File: config.mk
export PLATFORM = sky130hd
export DESIGN_NAME = reg_file_pairs
export DESIGN_NICKNAME = d
export VERILOG_FILES = /design/src/rtl/cpu_pkg.sv /design/src/rtl/pair_step_unit.sv /design/src/rtl/reg_file_pairs.sv
export SDC_FILE = /design/constraint.sdc
export NUM_CORES = 1
export LEC_CHECK = 0
export ABC_CLOCK_PERIOD_IN_PS = 5600
export CORE_MARGIN = 4
export CORE_UTILIZATION = 51
export DETAILED_ROUTE_END_ITERATION = 8
export GPL_ROUTABILITY_DRIVEN = 0
export PLACE_DENSITY = 0.77
export SKIP_CTS_REPAIR_TIMING = 1
export SYNTH_ARGS = -nofsm -noshare
export SYNTH_HDL_FRONTEND = slang
export SYNTH_SLANG_ARGS = --single-unit
File: constraint.sdc
create_clock -name i_clk -period 5.6 [get_ports i_clk]
set_clock_uncertainty 0.2 [all_clocks]
set_input_delay 1.12 -clock i_clk [delete_from_list [all_inputs] [get_ports i_clk]]
set_output_delay 1.12 -clock i_clk [all_outputs]
set_load 0.01 [all_outputs]
File: src/rtl/cpu_pkg.sv
// Shared CPU datapath types: byte/pair register indices, the F and A slots,
// and the default writable-flag mask.
package cpu_pkg;

  typedef enum logic [2:0] {
    REG_B = 3'd0,
    REG_C = 3'd1,
    REG_D = 3'd2,
    REG_E = 3'd3,
    REG_H = 3'd4,
    REG_L = 3'd5,
    REG_F = 3'd6,
    REG_A = 3'd7
  } reg_idx_t;

  typedef enum logic [1:0] {
    PAIR_BC    = 2'd0,
    PAIR_DE    = 2'd1,
    PAIR_HL    = 2'd2,
    PAIR_SP_AF = 2'd3
  } pair_idx_t;

  localparam logic [2:0] REG_F_IDX = 3'd6;
  localparam logic [2:0] REG_A_IDX = 3'd7;

  localparam logic [7:0] FLAG_MASK_DEFAULT = 8'hF0;

  // For index 3 these return the AF bytes; callers route the SP case themselves.
  function automatic reg_idx_t pair_hi_idx(input pair_idx_t p);
    return (p == PAIR_SP_AF) ? reg_idx_t'(REG_A_IDX) : reg_idx_t'({p, 1'b0});
  endfunction

  function automatic reg_idx_t pair_lo_idx(input pair_idx_t p);
    return (p == PAIR_SP_AF) ? reg_idx_t'(REG_F_IDX) : reg_idx_t'({p, 1'b1});
  endfunction

endpackage

File: src/rtl/pair_step_unit.sv
// Combinational +/-1 on a W-bit pair with natural modulo-2^W wrap.
// Shared between the register-file step path and the PC/IDU path.
module pair_step_unit #(
  parameter int W = 16
) (
  input  logic [W-1:0] i_value,
  input  logic         i_dec,
  output logic [W-1:0] o_next
);

  localparam logic [W-1:0] ONE = W'(1);

  assign o_next = i_dec ? (i_value - ONE) : (i_value + ONE);

endmodule

File: src/rtl/reg_file_pairs.sv
// CPU register file B,C,D,E,H,L,F,A plus SP with byte, pair and step writers.
// Define REG_FILE_BYPASS_EN to forward next-edge values onto all read ports.
module reg_file_pairs
  import cpu_pkg::*;
#(
  parameter int                  DATA_W    = 8,
  parameter int                  NUM_RD    = 2,
  parameter logic [DATA_W-1:0]   FLAG_MASK = DATA_W'(FLAG_MASK_DEFAULT),
  parameter logic [2*DATA_W-1:0] SP_RST    = 16'hFFFE
) (
  input  logic                     i_clk,
  input  logic                     i_rst,
  input  logic [3*NUM_RD-1:0]      i_rd_sel,
  output logic [DATA_W*NUM_RD-1:0] o_rd_data,
  input  logic                     i_wr_en,
  input  logic [2:0]               i_wr_sel,
  input  logic [DATA_W-1:0]        i_wr_data,
  input  logic [1:0]               i_prd_sel,
  input  logic                     i_prd_af,
  output logic [2*DATA_W-1:0]      o_prd_data,
  input  logic                     i_pwr_en,
  input  logic [1:0]               i_pwr_sel,
  input  logic                     i_pwr_af,
  input  logic [2*DATA_W-1:0]      i_pwr_data,
  input  logic                     i_step_en,
  input  logic [1:0]               i_step_sel,
  input  logic                     i_step_dec,
  output logic [2*DATA_W-1:0]      o_step_next
);

  localparam int PAIR_W = 2 * DATA_W;

  logic [DATA_W-1:0] regs_reg  [8];
  logic [DATA_W-1:0] regs_next [8];
  logic [PAIR_W-1:0] sp_reg;
  logic [PAIR_W-1:0] sp_next;

  logic [DATA_W-1:0] rd_view [8];
  logic [PAIR_W-1:0] sp_view;

  pair_idx_t         step_idx;
  pair_idx_t         pwr_idx;
  pair_idx_t         prd_idx;
  logic [PAIR_W-1:0] step_cur;

  assign step_idx = pair_idx_t'(i_step_sel);
  assign pwr_idx  = pair_idx_t'(i_pwr_sel);
  assign prd_idx  = pair_idx_t'(i_prd_sel);

  // Step index 3 always means SP, never AF.
  assign step_cur = (step_idx == PAIR_SP_AF) ? sp_reg
                  : {regs_reg[pair_hi_idx(step_idx)], regs_reg[pair_lo_idx(step_idx)]};

  pair_step_unit #(
    .W (PAIR_W)
  ) u_step (
    .i_value (step_cur),
    .i_dec   (i_step_dec),
    .o_next  (o_step_next)
  );

  // Writers are layered lowest priority first so each later writer overrides
  // only the bytes it actually targets.
  always_comb begin
    for (int i = 0; i < 8; i++) begin
      regs_next[i] = regs_reg[i];
    end
    sp_next = sp_reg;

    if (i_step_en) begin
      if (step_idx == PAIR_SP_AF) begin
        sp_next = o_step_next;
      end else begin
        regs_next[pair_hi_idx(step_idx)] = o_step_next[PAIR_W-1:DATA_W];
        regs_next[pair_lo_idx(step_idx)] = o_step_next[DATA_W-1:0];
      end
    end

    if (i_pwr_en) begin
      if (pwr_idx == PAIR_SP_AF && !i_pwr_af) begin
        sp_next = i_pwr_data;
      end else begin
        regs_next[pair_hi_idx(pwr_idx)] = i_pwr_data[PAIR_W-1:DATA_W];
        regs_next[pair_lo_idx(pwr_idx)] =
          (pair_lo_idx(pwr_idx) == REG_F_IDX) ? (i_pwr_data[DATA_W-1:0] & FLAG_MASK)
                                              : i_pwr_data[DATA_W-1:0];
      end
    end

    if (i_wr_en) begin
      regs_next[i_wr_sel] = (i_wr_sel == REG_F_IDX) ? (i_wr_data & FLAG_MASK) : i_wr_data;
    end
  end

  always_ff @(posedge i_clk or posedge i_rst) begin
    if (i_rst) begin
      for (int i = 0; i < 8; i++) begin
        regs_reg[i] <= '0;
      end
      sp_reg <= SP_RST;
    end else begin
      for (int i = 0; i < 8; i++) begin
        regs_reg[i] <= regs_next[i];
      end
      sp_reg <= sp_next;
    end
  end

`ifdef REG_FILE_BYPASS_EN
  // Nothing commits while reset is held, so forward the reset state then.
  always_comb begin
    for (int i = 0; i < 8; i++) begin
      rd_view[i] = i_rst ? regs_reg[i] : regs_next[i];
    end
    sp_view = i_rst ? sp_reg : sp_next;
  end
`else
  always_comb begin
    for (int i = 0; i < 8; i++) begin
      rd_view[i] = regs_reg[i];
    end
    sp_view = sp_reg;
  end
`endif

  for (genvar gi = 0; gi < NUM_RD; gi++) begin : g_rd_port
    assign o_rd_data[DATA_W*gi +: DATA_W] = rd_view[i_rd_sel[3*gi +: 3]];
  end

  assign o_prd_data = (prd_idx == PAIR_SP_AF && !i_prd_af) ? sp_view
                    : {rd_view[pair_hi_idx(prd_idx)], rd_view[pair_lo_idx(prd_idx)]};

endmodule

* Word-level counts from Yosys, hierarchy flattened
Index checks and enable logic that the tools add are counted.
** Operators by class
- Add/sub/neg operators :: 2
- $lt $le $gt $ge :: 14
- Eq/ne operators :: 5
- Multiplexer cells :: 53
- Bitwise gates (word level) :: 9
- Reductions and logical operators :: 9
** Operators with widths (count)
- bitwise mux 64 bit :: 5
- two-way mux 64 bit :: 5
- binary-select mux 8 bit (select 3 bit) :: 6
- two-way mux 8 bit :: 17
- demux 8 bit (select 3 bit) :: 5
- two-way mux 16 bit :: 7
- greater-or-equal comparator 4 bit (second input constant) :: 9
- NOT 3 -> 4 bit :: 9
- < comparator 4 x 1 -> 1 bit (second input constant) :: 5
- two-way mux 3 bit :: 6
- adder 16 x 1 -> 16 bit (second input constant) :: 1
- subtractor 16 x 1 -> 16 bit (second input constant) :: 1
- two-way mux 4 bit :: 2
- logical AND 1 bit :: 7
- == test 2 bit (second input constant) :: 3
- == test 3 bit (second input constant) :: 2
- zero test 1 bit :: 2
** Storage, ports and cells
- Register bits :: 80
- Input port bits :: 47
- Output and inout port bits :: 48
- Word-level logic and storage cells :: 101

* Longest topological paths before layout
Gate-level depths: netlist of the first run.
- Depth after elaboration :: 19
- Depth in mapped cells :: 12
- Mapped depth without buffers :: 10

* Hierarchy
A second synthesis of the first run with hierarchy kept.
** Second synthesis, totals
- Cell total of the unflattened synthesis :: 692
- Area total of the unflattened synthesis :: 6995.5 um^2
** Modules (own cells, without submodules)
- reg_file_pairs :: times used 1, cells an instance 591, area an instance 6258.5 um^2
- pair_step_unit :: times used 1, cells an instance 101, area an instance 737.0 um^2

* Worst setup path before layout of the first run
Ideal clock, no wire load.
- Kind :: in2out
- Start point :: in i_step_sel[0]
- End point :: out o_step_next[15]
- Arrival :: 4.431 ns
- Data required time :: 4.280 ns
- Slack :: -0.151 ns
- Stages on the path :: 11
- Buffers on the path :: 2
- Path through :: buf_1 > buf_1 > mux4_2 > ha_1 > a21oi_1 > nor2_1 > a211oi_1 > o31ai_4 > a41o_1 > xnor2_2 > inv_1
** Between the ends
- Word-level cells in the longest chain between the ends :: 9
- Elaborated cells on any way between the ends :: 15
- Classes of those cells :: add/sub (2); eq/ne (1); mux (10); bitwise (2)
** RTL lines
- start, declared :: RTL line reg_file_pairs.sv:26 : input logic [1:0] i_step_sel,
- == test 2 bit :: RTL line cpu_pkg.sv:30, cpu_pkg.sv:34, reg_file_pairs.sv:51
- two-way mux 3 bit (on tied branches) :: RTL line cpu_pkg.sv:34, cpu_pkg.sv:30
- NOT 3 -> 4 bit (not written as such) :: RTL line reg_file_pairs.sv:52 : : {regs_reg[pair_hi_idx(step_idx)], regs_reg[pair_lo_idx(step_idx)]};
- binary-select mux 8 bit (select 3 bit) :: RTL line reg_file_pairs.sv:52
- two-way mux 8 bit (not written as such) (2 in a row) :: RTL line reg_file_pairs.sv:52
- two-way mux 16 bit * :: RTL line reg_file_pairs.sv:51 : assign step_cur = (step_idx == PAIR_SP_AF) ? sp_reg
- adder 16 x 1 -> 16 bit / subtractor 16 x 1 -> 16 bit (equally long branches) :: RTL line pair_step_unit.sv:13 : assign o_next = i_dec ? (i_value - ONE) : (i_value + ONE);
- two-way mux 16 bit * :: RTL line pair_step_unit.sv:13
- end, declared :: RTL line reg_file_pairs.sv:28 : output logic [2*DATA_W-1:0] o_step_next
Every way passes the cells marked *; elsewhere a longest branch is shown, timed or not. The select of a mux whose other input is x is not followed.

* Worst setup path in the final report of the first run
- Start point :: in i_step_sel[0]
- End point :: out o_step_next[12]
Same word-level chain as after synthesis.

==> results of run 1 <==
==> through the flow <==
| step | utilization [%] | setup slack (ns) | TNS [ns] |
|---|---|---|---|
| after floorplan | - | 0.0826 | 0 |
| after global placement | 64.6 | -0.169 | -0.642 |
| after detailed placement | 64.6 | -0.262 | -1.42 |
| after CTS | 67.0 | -0.271 | -1.53 |
| after global routing | 67.9 | -0.295 | -0.571 |
| final | 67.9 | -0.121 | -0.187 |
==> worst max-delay path: stages <==
cell and delay, ns:
clkdlybuf4s50_1 0.50, buf_12 0.15, mux4_2 0.50, ha_1 0.33, a21o_1 0.22, a21oi_1 0.16, nand2_1 0.12, buf_4 0.18
a211oi_1 0.34, xor2_1 0.25, inv_1 0.06, clkdlybuf4s50_1 0.48
==> area by class of cell <==
class                           count  area share (%)
Clock buffer                       12            3.05
Clock inverter                      4           0.587
Inverter                           15           0.658
Multi-Input combinational cell    569            52.3
Sequential cell                    80            23.1
Tap cell                          172            2.46
Timing Repair Buffer              172            17.8
==> how the worst max path moves through the flow <==
stage,from,endpoint,slack (ns),cells after the start
5_1_grt,i_step_sel[0],o_step_next[14],-0.29,13
4_1_cts,i_step_sel[0],o_step_next[13],-0.27,11
2_1_floorplan,i_step_sel[0],o_step_next[15],0.08,11
3_5_place_dp,i_step_sel[0],o_step_next[13],-0.26,11
3_3_place_gp,i_step_sel[0],o_step_next[14],-0.17,12
6_report,i_step_sel[0],o_step_next[12],-0.12,12
==> layer usage <==
metal  GRT usage, %  vias up  part of all wire (%)
met5              0        -                     0
met4           22.9        0                   7.5
met3           12.0      225                    17
met2           52.9      793                    42
met1           45.5     3459                    34
li1               -     3019                     -
==> cell families (layout without fill, tap and decap cells) <==
family          Yosys count  in the layout  share of synthesized area (%)
mux                     101            101                           25.1
fa+ha+maj                16             16                           3.04
xor+xnor                 16             16                           2.27
buf+inv                  74            203                           4.13
flops                    80             80                           29.6
compound gates          236            236                           21.9
simple gates            200            200                           13.9
==> placed cells by master (no fill, tap or decap), drive strengths merged, types with 24 or more instances in the layout <==
cell	Yosys	final
nand2	59	59
nor2	64	64
mux4	53	53
buf	12	78
a21oi	61	61
o21ai	67	67
clkdlybuf4s50	0	87
mux2	32	32
o22ai	24	24
dfrtp	65	65
==> report_power, final <==
group | internal [mW] | switching (mW) | total [mW]
Combinational | 1.25 | 1.10 | 2.34
Clock | 0.382 | 0.255 | 0.637
Sequential | 0.802 | 0.305 | 1.11
==> reports/metrics.cfg, run 1 <==
[logic_synthesis]
yosysTopAreaCell = dfrtp_1
ys_seq_area_share_pct = 29.6
synthTopCellsByCount = dfrtp_1, o21ai_0, nor2_1, a21oi_1, nand2_1
async_flop_share_pct = 100
syn_nets = 786
ys.flop_type = dfrtp_1
ys_ff_latch = 80
synth_area_leaders = dfrtp_1, mux4_2, dfstp_2
synth_area_mm2 = 0.00682
ys_warn_count = 0
syn_area_per_cell_um2 = 9.44
synth_enable_flop_cells = 0
ys_types = 57
synth_top_area_share_pct = 23.8
syn_inst = 723

[clocking]
cts.sinks = 80
clk_pin_slew_ns = 0.06
insertion_delay_ns = 0.35
cts-root-buf = clkbuf_16
cts_tree = built
numCtsBuffers = 9
htreeDepth = 3
clock_path_buffers = 2

[floorplanning]
initial_utilization_pct = 53.0
row_count = 41
core_mm2 = 0.0129
dieWidth_um = 124
io_pins = 95
design.die.area_mm2 = 0.0153
die_h_um = 124

[timing]
rsz0062_at_grt = yes
tightest_slew_ns = 1.18
hold_viol = 0
fmax_ghz = 0.175
finalSetupViolCount = 2
hold_ws_ns = 0.342
timing.final.crit_share_pct = 102
worst_slack_ns = -0.121
fin_crit_ns = 5.72
slew_viol_final = 0
slew_headroom_pct = 20.5

[place]
placed_cell_area_mm2 = 0.00831
port_buffers = 94
dp_hpwl_mm = 19.8
dp.cells = 1002

[grt]
antenna_found_initial = 0
grt_pass1_vias = 7513
gr-total-overflow = 0
track_usage_pct = 36.0
grt_max_degree = 50
grt_pass1_wl_mm = 41.1

[final_layout]
largest_reg_flops = 64
area_delta_synth_final_pct = 28.1
regArea_mm2 = 0.00202
nFillCells = 989
multi_input_area_mm2 = 0.00458
nets = 910
fin_cells = 1024
n_antenna_cell = 0
fin_area_mm2 = 0.00874
drive_gt1_share_pct = 24.9

[setup_path]
cp.required_ns = 4.28
r2r_end = rd_view[45]
reg2regPathDepth = 10
r2r-start = rd_view[52]
end_kind = output pin
r2r_setup_slack_ns = 2.03
path_max_fanout = 10
crit_arrival_ns = 4.40
crit_type = in -> out
critPathLaunchType = input port

[drt]
vias = 7496
routedWlPerCell_um = 26.9
drt-initial-drc-count = 1371
drc = 0
totalWireLength_mm = 27.5
first_pass_iters = 8
ant_nets = 0
routed_via_density = 7.32

[status]
outcome = finished with violations
violations = setup timing

[pwr]
vdd_ir_drop_max_mv = 0.228
p_total_mw = 4.09
static-leakage-power_nw = 3.61
power_density_mw_per_mm2 = 468

[hold_path]
min_from = sp_reg[4]
min_path_cells = 2
hold_class = reg -> reg
min_to = sp_reg[4]

[flow_run]
drv_cap = 0

Note: power is estimated with default switching activity, not from simulation.
==> inputs of run 2 (changes only) <==
--- a/config.mk
+++ b/config.mk
@@ -10,7 +10,7 @@
 export CORE_UTILIZATION = 51
 export DETAILED_ROUTE_END_ITERATION = 8
 export GPL_ROUTABILITY_DRIVEN = 0
-export PLACE_DENSITY = 0.77
+export PLACE_DENSITY = 0.89
 export SKIP_CTS_REPAIR_TIMING = 1
 export SYNTH_ARGS = -nofsm -noshare
 export SYNTH_HDL_FRONTEND = slang
==> run 2 against run 1 <==
Compared with the run above:
- the run now ends clean
- critical path depth is 1 lower
- routed wire length is 2.2% lower
- sequential share of layout area is 0.18 points higher
- combinational power is 3% higher
- non-clock buffer count is 8 lower
- core utilization is 0.52 points lower
- largest cell class unchanged
- highest routed layer unchanged
==> reports/metrics.cfg, run 2 (synthesized netlist as in run 1, its figures left out) <==
[final_layout]
nets = 902  ; -0.88%
nFillCells = 886  ; -10%
fin_area_mm2 = 0.00868  ; -0.77%
drive_gt1_share_pct = 24.1  ; -0.80 points
n_antenna_cell = 0  ; unchanged
area_delta_synth_final_pct = 27.1
mostFrequentLayoutCells = clkdlybuf4s50_1, buf_4, o21ai_0, dfrtp_1, nor2_1
largest_reg_flops = 64  ; unchanged
mostFrequentLayoutCell = clkdlybuf4s50_1
fin_util_pct = 67.4  ; -0.52 points

[setup_path]
path_max_fanout = 7  ; -3
cpPeakStageDelay_ns = 0.60  ; +0.10 ns
crit_chain = dlymetal6s2s_1, buf_12, mux4_2, ha_1, a21o_1, a21oi_1, nand2_1, buf_4, a311oi_1, xnor2_1, clkdlybuf4s50_1
critPathLaunch = i_step_sel[0]
cp_slowest_cell = clkdlybuf4s50_1
crit_type = in -> out
crit_family = buffers and inverters
path_buf_inv = 4  ; -1
critPathLaunchType = input port
end_kind = output pin
cp.required_ns = 4.28  ; about the same
crit_arrival_ns = 4.16  ; -0.24 ns
r2r-start = rd_view[20]

[status]
outcome = complete, no violations

[drt]
routed_via_density = 7.47  ; +2.0%
routedWlPerCell_um = 26.5  ; -1.3%
ant_nets = 0  ; unchanged
vias = 7578  ; +1.1%
totalWireLength_mm = 26.9  ; -2.2%
drc = 0  ; unchanged
drt-initial-drc-count = 1705  ; +24%
first_pass_iters = 8  ; unchanged

[clocking]
numCtsBuffers = 9  ; unchanged
insertion_delay_ns = 0.35  ; about the same
cts_tree = built
cts-root-buf = clkbuf_16
clock_path_buffers = 2  ; unchanged
clk_pin_slew_ns = 0.06  ; about the same
cts.sinks = 80  ; unchanged
htreeDepth = 3  ; unchanged

[pwr]
static-leakage-power_nw = 3.53  ; -2.2%
p_total_mw = 4.15  ; +1.4%
vdd_ir_drop_max_mv = 0.224  ; -2.0%
power_density_mw_per_mm2 = 478  ; +2.2%

[timing]
hold_viol = 0  ; unchanged
timing.final.crit_share_pct = 97.9  ; -4.3 points
fin_crit_ns = 5.48  ; -0.240 ns
slew_headroom_pct = 29.8  ; +9.3 points
finalSetupViolCount = 0  ; -2
fmax_ghz = 0.182  ; +4.4%
tns_ns = 0  ; +0.187 ns
tightest_slew_ns = 1.05  ; -0.139 ns
slew_viol_final = 0  ; unchanged
worst_slack_ns = 0.119  ; +0.240 ns

[floorplanning]
row_count = 41  ; unchanged
design.die.area_mm2 = 0.0153  ; unchanged
initial_utilization_pct = 53.0  ; unchanged
die_h_um = 124  ; unchanged
io_pins = 95  ; unchanged
dieWidth_um = 124  ; unchanged
core_mm2 = 0.0129  ; unchanged

[place]
placed_cell_area_mm2 = 0.00826  ; -0.63%
port_buffers = 94  ; unchanged
dp_hpwl_mm = 18.9  ; -4.4%
pre_cts_ws_ns = -0.162  ; +0.100 ns

[grt]
track_usage_pct = 34.1  ; -1.9 points
antenna_found_initial = 0  ; unchanged
grt_pass1_vias = 7184  ; -4.4%
grt_max_degree = 59  ; +18%
gr-total-overflow = 0  ; unchanged
grt_pass1_wl_mm = 39.5  ; -3.7%

[hold_path]
hold_class = reg -> reg
min_from = sp_reg[4]

[flow_run]
drv_cap = 0  ; unchanged

==> run 2: cell types whose count changed in the layout (fill, tap and decap cells not counted), sizes merged <==
cell	change
dlymetal6s2s	-4
clkinvlp	-1
inv	+1
clkdlybuf4s50	+4
buf	-9
==> run 2: through the flow <==
step | hold WS, ns | instances
after global routing | 0.339 | 1015
after global placement | 0.293 | 995
after floorplan | 0.272 | 723
after detailed placement | 0.309 | 995
final | 0.326 | 1015
after CTS | 0.318 | 1010
==> run 2: per-layer routing <==
layer,share of wire (%),vias to the layer above,GRT usage (%)
met5,0,-,0
met4,7.2,0,15.7
met3,17,251,13.6
met2,43,877,51.4
met1,33,3435,43.2
li1,-,3015,-
==> run 2: cell type report <==
type	instances	area (um^2)	share of cell area [%]
repair buffers	164	1510	17.3
clock inverters	4	52.6	0.606
clock buffers	11	243	2.80
flip-flops and latches	80	2020	23.3
multi-input cells	569	4580	52.8
inverters	15	57.6	0.663
well taps	172	215	2.48
==> run 2: final timing paths <==
kind / end / slack, ns / cells past startpoint
setup / recovery: o_step_next[10] / 0.12 / 11
max in group asynchronous: sp_reg[7] / 3.13 / 3
min in group asynchronous: rd_view[14] / 1.12 / 2
hold / removal: sp_reg[4] / 0.33 / 2
setup reg to reg: rd_view[29] / 2.10 / 9
hold reg to reg: sp_reg[4] / 0.33 / 2
==> run 2: power breakdown <==
part / switching (mW) / total, mW / internal, mW
sequential: 0.339 / 1.14 / 0.800
clock: 0.255 / 0.613 / 0.357
combinational: 1.14 / 2.40 / 1.25
==> run 2: worst min-delay path, stage by stage (launching register included) <==
cell and delay [ns]:
dfstp_2 0.37, nand2_1 0.06, a31oi_1 0.09
